$ cat src/rtl/nat_sum_dispatcher.sv
// Request stage for the natural-number-sum datapath: FIFO-buffers N requests, issues them one at
// a time, waits for the sum (with a timeout) and returns a checked result on a valid/ready port.
`timescale 1ns/1ps

module nat_sum_dispatcher #(
    parameter int unsigned N_WIDTH        = 8,
    parameter int unsigned SUM_WIDTH      = 18,
    parameter int unsigned FIFO_DEPTH     = 4,
    parameter int unsigned TIMEOUT_CYCLES = 1024
) (
    input  logic                        Clk,
    input  logic                        Rst_n,
    input  logic [N_WIDTH-1:0]          Req_N,
    input  logic                        Req_valid,
    output logic                        Req_ready,
    output logic [N_WIDTH-1:0]          N,
    output logic                        N_valid,
    input  logic [SUM_WIDTH-1:0]        Sum_in,
    input  logic                        Sum_valid,
    output logic [N_WIDTH-1:0]          Res_N,
    output logic [SUM_WIDTH-1:0]        Res_sum,
    output logic                        Res_timeout,
    output logic                        Res_mismatch,
    output logic                        Res_valid,
    input  logic                        Res_ready,
    output logic                        Busy,
    output logic [$clog2(FIFO_DEPTH):0] Fifo_count
);

    localparam int unsigned PtrW = $clog2(FIFO_DEPTH);
    localparam int unsigned CntW = PtrW + 1;
    localparam int unsigned TmrW = (TIMEOUT_CYCLES > 1) ? $clog2(TIMEOUT_CYCLES) : 1;
    localparam int unsigned ExpW = SUM_WIDTH + 1;
    localparam logic [CntW-1:0] CntFull = CntW'(FIFO_DEPTH);
    localparam logic [TmrW-1:0] TmrLast = TmrW'(TIMEOUT_CYCLES - 1);

    typedef enum logic [1:0] {StIdle, StIssue, StWait, StResp} state_e;

    state_e              state_q;
    logic [N_WIDTH-1:0]  mem_q [FIFO_DEPTH];
    logic [PtrW-1:0]     wr_ptr_q, rd_ptr_q;
    logic [CntW-1:0]     count_q, count_d;
    logic                push, pop;

    logic [N_WIDTH-1:0]   n_q;
    logic                 n_valid_q;
    logic [TmrW-1:0]      wait_cnt_q;
    logic                 armed_q;
    logic [N_WIDTH-1:0]   res_n_q;
    logic [SUM_WIDTH-1:0] res_sum_q;
    logic                 res_timeout_q;
    logic                 res_mismatch_q;
    logic                 res_valid_q;
    logic                 busy_q;

    logic [ExpW-1:0]      n_ext;
    logic [ExpW-1:0]      exp_sum;
    logic                 mismatch;

    // Ready comes from the registered count, so a full FIFO refuses even on a same-cycle pop.
    assign Req_ready = (count_q != CntFull);
    assign push      = Req_valid && Req_ready;
    assign pop       = (state_q == StIssue);

    always_comb begin
        count_d = count_q;
        case ({push, pop})
            2'b10:   count_d = count_q + 1'b1;
            2'b01:   count_d = count_q - 1'b1;
            default: count_d = count_q;
        endcase
    end

    always_ff @(posedge Clk) begin
        if (push) begin
            mem_q[wr_ptr_q] <= Req_N;
        end
    end

    always_ff @(posedge Clk or negedge Rst_n) begin
        if (!Rst_n) begin
            wr_ptr_q <= '0;
            rd_ptr_q <= '0;
            count_q  <= '0;
        end else begin
            if (push) begin
                wr_ptr_q <= wr_ptr_q + 1'b1;
            end
            if (pop) begin
                rd_ptr_q <= rd_ptr_q + 1'b1;
            end
            count_q <= count_d;
        end
    end

    always_comb begin
        n_ext    = ExpW'(n_q);
        exp_sum  = (n_ext * (n_ext + ExpW'(1))) >> 1;
        mismatch = ({1'b0, Sum_in} != exp_sum);
    end

    always_ff @(posedge Clk or negedge Rst_n) begin
        if (!Rst_n) begin
            state_q        <= StIdle;
            n_q            <= '0;
            n_valid_q      <= 1'b0;
            wait_cnt_q     <= '0;
            armed_q        <= 1'b0;
            res_n_q        <= '0;
            res_sum_q      <= '0;
            res_timeout_q  <= 1'b0;
            res_mismatch_q <= 1'b0;
            res_valid_q    <= 1'b0;
            busy_q         <= 1'b0;
        end else begin
            case (state_q)
                StIdle: begin
                    if (count_q != '0) begin
                        n_q       <= mem_q[rd_ptr_q];
                        n_valid_q <= 1'b1;
                        busy_q    <= 1'b1;
                        state_q   <= StIssue;
                    end
                end
                StIssue: begin
                    n_valid_q  <= 1'b0;
                    wait_cnt_q <= '0;
                    armed_q    <= 1'b0;
                    state_q    <= StWait;
                end
                StWait: begin
                    // A low sample proves any earlier level-high Sum_valid has gone away.
                    if (!Sum_valid) begin
                        armed_q <= 1'b1;
                    end
                    if (armed_q && Sum_valid) begin
                        res_n_q        <= n_q;
                        res_sum_q      <= Sum_in;
                        res_timeout_q  <= 1'b0;
                        res_mismatch_q <= mismatch;
                        res_valid_q    <= 1'b1;
                        state_q        <= StResp;
                    end else if (wait_cnt_q == TmrLast) begin
                        res_n_q        <= n_q;
                        res_sum_q      <= '0;
                        res_timeout_q  <= 1'b1;
                        res_mismatch_q <= 1'b0;
                        res_valid_q    <= 1'b1;
                        state_q        <= StResp;
                    end else begin
                        wait_cnt_q <= wait_cnt_q + 1'b1;
                    end
                end
                StResp: begin
                    if (Res_ready) begin
                        res_valid_q <= 1'b0;
                        busy_q      <= 1'b0;
                        state_q     <= StIdle;
                    end
                end
                default: begin
                    state_q <= StIdle;
                end
            endcase
        end
    end

    assign N            = n_q;
    assign N_valid      = n_valid_q;
    assign Res_N        = res_n_q;
    assign Res_sum      = res_sum_q;
    assign Res_timeout  = res_timeout_q;
    assign Res_mismatch = res_mismatch_q;
    assign Res_valid    = res_valid_q;
    assign Busy         = busy_q;
    assign Fifo_count   = count_q;

endmodule

$ cat config.mk
export PLATFORM = sky130hd
export DESIGN_NAME = nat_sum_dispatcher
export DESIGN_NICKNAME = d
export VERILOG_FILES = /design/src/rtl/nat_sum_dispatcher.sv
export SDC_FILE = /design/constraint.sdc
export NUM_CORES = 1
export LEC_CHECK = 0
export CAP_MARGIN = 20
export CORE_MARGIN = 2
export CORE_UTILIZATION = 25
export DETAILED_ROUTE_END_ITERATION = 8
export HOLD_SLACK_MARGIN = 0.12
export PLACE_DENSITY = 0.51
export RECOVER_POWER = 25
export SETUP_SLACK_MARGIN = 0.2
export SYNTH_ARGS = -nofsm -noshare
export SYNTH_HDL_FRONTEND = slang
export SYNTH_SLANG_ARGS = --single-unit
$ cat constraint.sdc
create_clock -name Clk -period 6.1 [get_ports Clk]
set_input_delay 1.22 -clock Clk [delete_from_list [all_inputs] [get_ports Clk]]
set_output_delay 1.22 -clock Clk [all_outputs]
set_load 0.01 [all_outputs]
After elaboration in Yosys (flattened, before gate mapping)
Memories as Yosys holds them, arrays and structs flattened. A register that Yosys moved wholly into a read port is not among the register bits.
Index checks and enable logic that the tools add are counted.

storage, ports and cells
  bits in registers = 51
  bits in writable memories = 32
  output and inout bits = 43
  logic and storage cells = 81
  memories kept = 1

operators by class
  add/sub/neg operators = 6
  multipliers = 1
  eq/ne operators = 14
  mux-type cells = 27
  reductions and logical operators = 19

memory list
  memory  words  width  read ports  clocked after memory_dff  write ports  line  source
  mem_q   4      8      1           1                         1            40    logic [N_WIDTH-1:0] mem_q [FIFO_DEPTH];

operators with widths
  cell                   number
  $mux 18                2
  $mux 10                2
  $pmux 10 s2            1
  $ne 18x16->1           1
  $mul 8x9->17           1
  $mux 8                 2
  $reduce_and 3->1       4
  $reduce_bool 2->1      6
  $add 10x1->10 const B  1
  $eq 10x10->1 const B   1
  $mux 1                 10
  $ne 2x2->1 const B     5
  $add 8x1->9 const B    1
  $mux 2                 4
  $pmux 1 s2             4
  $pmux 2 s4             1
  $reduce_and 2->1       4
  $eq 2x2->1 const B     3
  $ne 3x3->1 const B     2
  $pmux 3 s2             1
  $add 2x1->2 const B    2
  $eq 2x1->1 const B     2
  $add 3x1->3 const B    1
  $reduce_bool 3->1      1
  other kinds (4)        5

Longest topological paths before layout
Gate-level depths: netlist of run 1.

  depth after elaboration = 4
  depth in mapped cells = 22
  depth with buffers taken out = 21

Worst setup path after synthesis of run 1
Ideal clock, no wire load.

  path kind = flip-flop to flip-flop
  start = reg n_q[0] (netlist: N[0]), read port of mem_q
  end = reg res_mismatch_q (netlist: Res_mismatch)
  data arrival time = 5.361 ns
  slack = 0.618 ns
  cell stages (with the launch flop) = 21
  buffers on the path = 2
  cell sequence = dfrtp_1 -> clkbuf_1 -> nand3_1 -> nor2_1 -> inv_1 -> ha_1 -> nand2b_1 -> fa_1 -> fa_1 -> fa_1 -> fa_1 -> inv_1 -> ha_1 -> buf_2 -> o21ai_0 -> o21bai_1 -> and2_4 -> o311ai_1 -> o21ai_1 -> or4_1 -> a22o_1

between the ends
  longest elaborated chain between the ends = 4

ends and longest elaborated chain
  element               line  source
  start, declared       45    logic [N_WIDTH-1:0] n_q;
  $add 8x1->9           98    exp_sum = (n_ext * (n_ext + ExpW'(1))) >> 1;
  $mul 8x9->17 (*)      98
  $ne 18x16->1 (*)      99    mismatch = ({1'b0, Sum_in} != exp_sum);
  $mux 1 (*)            136   if (armed_q && Sum_valid) begin
  end signal, assigned  140   res_mismatch_q <= mismatch;
  end, declared         52    logic res_mismatch_q;

Every way passes the cells marked *; elsewhere a longest branch is shown, timed or not.
A chain may end at the register's enable or synchronous reset.

Worst setup path in the final report of run 1
Same ends and word-level chain as after synthesis.

==> reports/qor.yml, run 1 <==
outcome:
  status: "finished with violations"
  violations: "capacitance limit, slew limit"
timing:
  fin_crit_sh: 0.913
  hold_slack_ns: 0.487
  finalSetupViolCount: 0
  relSlewSlack: -1.23
  worst_pin_slew_ns: 3.35
  hold_violations: 0
  max_freq_ghz: 0.180
  rsz0062_at_grt: "false"
  finalSetupTns_ns: 0
  fin_crit_ns: 5.57
  drv_slew: 60
  fin_skew_ns: 0.00682
global_route:
  grt_remaining_overflow: 0
  grt_pass1_vias: 4712
  grt_max_degree: 60
  grt_usage: 0.117
  antenna_found_initial: 0
  grt_pass1_wl_mm: 25.8
placement:
  portBuffers: 73
  gp_congestion: 0.798
  dp.final_hpwl_mm: 11.8
setup_path:
  slowest_delay_ns: 0.54
  crit_arrival_ns: 5.81
  crit_buf_inv: 2
  timing.critical_path.mode_cell: "fa_1"
  cpMaxStageDelayCell: "fa_1"
  crit_start: "N[0]"
  cp_num_cells: 19
  crit_type: "reg -> reg"
  crit_path_end_kind: "flop"
  crit_path_cell_trace: "buf_6 -> nand3_1 -> nor2_1 -> nand3_1 -> ha_2 -> nand2b_1 -> fa_1 -> fa_1 -> fa_1 -> fa_1 -> inv_1 -> ha_1 -> nand2_1 -> o21ai_1 -> nand4_2 -> a31oi_2 -> xnor2_1 -> or4_1 -> a22o_1"
  required_ns: 6.34
  reg2reg_from: "N[0]"
  worst-r2r-cell-count: 19
  path_delay_family: "adder cells"
  start_kind: "flop"
  r2r_setup_slack_ns: 0.53
  cp_max_fo: 11
  r2r-end: "Res_mismatch"
  cp-endpoint: "Res_mismatch"
routing:
  drtPass1Iterations: 6
  drtAntennaViolNets: 0
  drtIter0Drc: 272
  routed_via_density: 4.48
  wl_mm: 15.6
  vias: 4561
  routedWlPerCell_microns: 15.4
  drcViolationCount: 0
clocking:
  cts_made_buffers: 9
  clk_path_buf_depth: 2
  cts_sinks: 91
  clock-root-buffer: "clkbuf_16"
  clkLatencyLatePin_ns: 0.35
  clk_pin_slew_worst_paths_ns: 0.08
  htreeDepth: 3
  cts_hold_buf: 0
  cts_tree: "yes"
synthesis:
  ys.warnings.count: 0
  ys.flop_type: "dfrtp_1"
  async_flop_share: 0.648
  synth.distinct_cells: 57
  yosys.area_share.simple: 0.134
  synth_xor_area_frac: 0.0384
  yosysSeqAreaShare: 0.370
  synthMuxAreaShare: 0.0621
  synth_top_family_by_area: "adder cells"
  synth_edf_count: 32
  avgSynthCellArea_sq_um: 10.9
  synthAdderAreaFrac: 0.235
  synth-seq-cells: 91
  syn_inst: 604
  synth_area_sq_um: 6580
  synth-compound-area-share: 0.100
  syn_nets: 733
layout:
  regArea_sq_um: 2440
  antenna_cells: 0
  final_layout_size_suffix_gt1_frac: 0.104
  final_cell_mix: "inv_1 (81), clkdlybuf4s50_1 (63), dfrtp_1 (59)"
  multi_input_area_sq_um: 3770
  syn_to_final_growth_pct: 22.2
  post-route-util: 0.310
  layout_commonest_cell: "inv_1"
  num-fill-cells: 2725
  fin_nets: 807
floorplan:
  start_util: 0.253
  die_y_microns: 166
  die_x_microns: 166
  fp-row-count: 59
  io_pins: 74
  placeableCoreArea_sq_um: 26000
  dieArea_sq_um: 27600
min_path:
  hold_class: "reg -> reg"
run:
  drv_cap: 1
-- metal layers --
layer | part of all wire | track usage | vias up
met5 | 0 | 0 | -
met4 | 0.0084 | 0.0285 | 0
met3 | 0.042 | 0.0276 | 8
met2 | 0.47 | 0.183 | 68
met1 | 0.48 | 0.165 | 2277
li1 | - | - | 2208
-- final cells by class --
type / count / share of cell area
clock buffer: 9 / 0.0280
clock inverter: 7 / 0.00856
inverter: 83 / 0.0387
multi-input combinational: 409 / 0.469
sequential: 91 / 0.303
tap: 335 / 0.0521
timing repair buffer: 84 / 0.100
-- flip-flops by register name (all words and copies together) (netlist names) --
name,count
mem_q,32
Res_sum,18
wait_cnt_q,10
N,8
Res_N,8
Fifo_count,3
rd_ptr_q,2
state_q,2
wr_ptr_q,2
Busy,1
N_valid,1
Res_mismatch,1
Res_timeout,1
Res_valid,1
armed_q,1
-- worst register-to-register path: stages (launching register included) --
cell and delay [ns]:
dfrtp_1 0.37, buf_6 0.16, nand3_1 0.13, nor2_1 0.15, nand3_1 0.10, ha_2 0.43
nand2b_1 0.14, fa_1 0.42, fa_1 0.48, fa_1 0.51, fa_1 0.54, inv_1 0.04
ha_1 0.41, nand2_1 0.08, o21ai_1 0.21, nand4_2 0.20, a31oi_2 0.23, xnor2_1 0.12
or4_1 0.53, a22o_1 0.21
-- worst min-delay path by stage --
stage / from / endpoint / slack (ns) / depth (start not counted)
floorplan: wait_cnt_q[8] / wait_cnt_q[8] / 0.51 / 2
global route: Res_sum[12] / Res_sum[12] / 0.52 / 1
detailed placement: Res_N[0] / Res_N[0] / 0.48 / 2
CTS: Res_N[0] / Res_N[0] / 0.49 / 2
global placement: Res_N[1] / Res_N[1] / 0.47 / 2
finish: Res_N[1] / Res_N[1] / 0.49 / 2
-- logic make-up after synthesis --
logic type | Yosys count
and+or+nand+nor | 165
xor gates and xnor gates | 28
DFF | 91
AOI/OAI and AO/OA | 89
buffers and inverters | 104
adders and majority gates | 98
muxes | 29
-- per-stage QoR --
step                      area (sq um)  setup slack (ns)  instances
final                             8040             0.529       1018
after global routing              8040             0.194       1018
after CTS                         8010             0.340       1017
after detailed placement          7720             0.369       1001
after global placement            7720             0.416       1001
after floorplan                   6580             0.618        604
-- cells in the mapped netlist, types with 13 or more instances --
| cell type | n | area share |
|---|---|---|
| xnor2_1 | 20 | 0.027 |
| nand2_1 | 33 | 0.019 |
| dfrtp_1 | 59 | 0.22 |
| clkbuf_1 | 15 | 0.0086 |
| nor2b_1 | 13 | 0.012 |
| nor2_1 | 27 | 0.015 |
| nand3_1 | 13 | 0.0099 |
| o21ai_0 | 18 | 0.014 |
| mux2_2 | 15 | 0.026 |
| nand2b_1 | 35 | 0.033 |
| a22o_1 | 23 | 0.031 |
| fa_1 | 43 | 0.13 |
| ha_1 | 55 | 0.10 |
| edfxtp_1 | 32 | 0.15 |
| inv_1 | 81 | 0.046 |
-- repair_timing --
action                                  in CTS  in global routing
endpoints found under the setup margin       0                  1
buffers inserted                             0                  1
gates resized for setup                      0                  9
Power of run 1 is left out: the tool's default activity adds up to more than one toggle a clock period on the data nets, which glitch-free logic cannot reach.
==> run 2, diff against run 1 <==
- clock period: 6.1 -> 5.3 ns (I/O delays scaled with it)
==> run 2 against run 1 <==
  * The run still ends with capacitance limit, slew limit left
  * Register-to-register slack got worse by 0.41 ns
  * Cell count increased by 3.1%
  * Count of clock-buffer cells in the layout is the same
  * First-iteration DRC count grew 5.5%
  * Setup slack got worse by 0.41 ns
  * Utilization is 2.0 points higher
  * Critical path depth shrank 1
  * Non-clock buffer count grew 32
  * Clock skew grew 0.0081 ns
  * Die area did not move
  * Critical endpoint unchanged
  * Largest cell class unchanged
  * Highest routed layer unchanged
==> reports/qor.yml, run 2 (synthesized netlist as in run 1, its figures left out) <==
routing:
  wl_mm: 16.3
  drtIter0Drc: 287
  routedWlPerCell_microns: 15.5
  drtAntennaViolNets: 0
  routed_via_density: 4.46
  drtPass1Iterations: 4
  drcViolationCount: 0
  vias: 4684
layout:
  regArea_sq_um: 2440
  stdcell_count: 1050
  final_layout_size_suffix_gt1_frac: 0.190
  multi_input_area_sq_um: 4020
  syn_to_final_growth_pct: 29.9
  num-fill-cells: 2675
  final_cell_mix: "inv_1 (78), clkdlybuf4s50_1 (66), dfrtp_1 (55)"
  largest_register: "mem_q"
  fin_nets: 839
  antenna_cells: 0
  largest_reg_flops: 32
  layout_commonest_cell: "inv_1"
timing:
  fin_crit_sh: 0.978
  relSlewSlack: -0.215
  hold_slack_ns: 0.483
  drv_slew: 32
  worst_pin_slew_ns: 1.82
  fin_crit_ns: 5.18
  rsz0062_at_grt: "true"
  max_freq_ghz: 0.193
  fin_skew_ns: 0.0150
  hold_violations: 0
  finalSetupViolCount: 0
  finalSetupTns_ns: 0
floorplan:
  io_pins: 74
  fp-row-count: 59
  die_y_microns: 166
  start_util: 0.253
  placeableCoreArea_sq_um: 26000
  die_x_microns: 166
  dieArea_sq_um: 27600
clocking:
  clk_path_buf_depth: 2
  htreeDepth: 3
  clk_pin_slew_worst_paths_ns: 0.09
  cts_tree: "yes"
  cts_hold_buf: 0
  cts_made_buffers: 9
  cts_sinks: 91
  clkLatencyLatePin_ns: 0.36
  clock-root-buffer: "clkbuf_16"
setup_path:
  r2r_setup_slack_ns: 0.12
  crit_path_end_kind: "flop"
  required_ns: 5.55
  start_kind: "flop"
  crit_arrival_ns: 5.43
  crit_buf_inv: 3
  crit_type: "reg -> reg"
  path_delay_family: "adder cells"
  cp_max_fo: 6
  cpMaxStageDelayCell: "fa_1"
  timing.critical_path.mode_cell: "fa_1"
  slowest_delay_ns: 0.57
  crit_path_cell_trace: "ha_4 -> inv_1 -> ha_2 -> nand2b_1 -> fa_1 -> fa_1 -> fa_1 -> fa_1 -> inv_1 -> ha_4 -> buf_4 -> nor2_1 -> nor3_1 -> o31ai_1 -> nor4_1 -> o2111ai_1 -> or4_1 -> a22o_1"
global_route:
  grt_remaining_overflow: 0
  grt_max_degree: 32
  grt_usage: 0.120
  grt_pass1_wl_mm: 26.1
  antenna_found_initial: 0
  grt_pass1_vias: 4823
min_path:
  hold_class: "reg -> reg"
run:
  drv_cap: 1
outcome:
  status: "finished with violations"
  violations: "capacitance limit, slew limit"
placement:
  gp_congestion: 0.855
  portBuffers: 73
  dp.final_hpwl_mm: 12.5
  dpl.cell_count: 1023
run 2: cell count changes in the layout (fill, tap and decap cells not counted), sizes merged:
cell,previous run,this run
buf,11,43
clkdlybuf4s50,63,66
dlygate4sd3,9,6
clkinv,3,4
clkinvlp,1,0
run 2: area by class of cell:
cell class	count	area share
tap	335	0.0490
timing repair buffer	116	0.122
clock inverter	7	0.0104
multi-input combinational	409	0.470
sequential	91	0.286
inverter	83	0.0364
clock buffer	9	0.0263
run 2: repair_timing:
item / in CTS / in global routing
cloned: 0 / 0
resized for setup: 5 / 28
buffers inserted: 2 / 9
pin swaps: 1 / 17
endpoints found under the hold margin: 0 / 0
setup endpoints to repair: 1 / 1
run 2: tightest hold or removal path, cell delays in order (launching register included):
cell and delay (ns):
dfrtp_1 0.35, nand2_1 0.04, o21ai_0 0.06
run 2: routing by layer:
layer,global-route usage,part of all wire,up-vias
met1,0.167,0.48,2313
met3,0.0260,0.036,13
met4,0.0334,0.012,0
met2,0.188,0.47,73
li1,-,-,2285
met5,0,0,-
run 2: final timing paths:
path	startpoint	to	cells after the start
setup / recovery	N[0]	Res_mismatch	18
hold / removal	Res_N[0]	Res_N[0]	2
setup reg to reg	N[0]	Res_mismatch	18
hold reg to reg	Res_N[0]	Res_N[0]	2
max in group asynchronous	Rst_n	Res_sum[13]	2
min in group asynchronous	Rst_n	wr_ptr_q[0]	1
run 2: stage by stage:
| stage | cell area (sq um) | setup WS, ns | utilization |
|---|---|---|---|
| finish | 8550 | 0.115 | 0.329 |
| global route | 8550 | -0.0803 | 0.329 |
| CTS | 8350 | 0.0360 | 0.321 |
| detailed placement | 8000 | -0.0677 | 0.308 |
| global placement | 8000 | -0.000350 | 0.308 |
| floorplan | 6730 | 0.203 | - |
Power of run 2 is left out for the same reason.
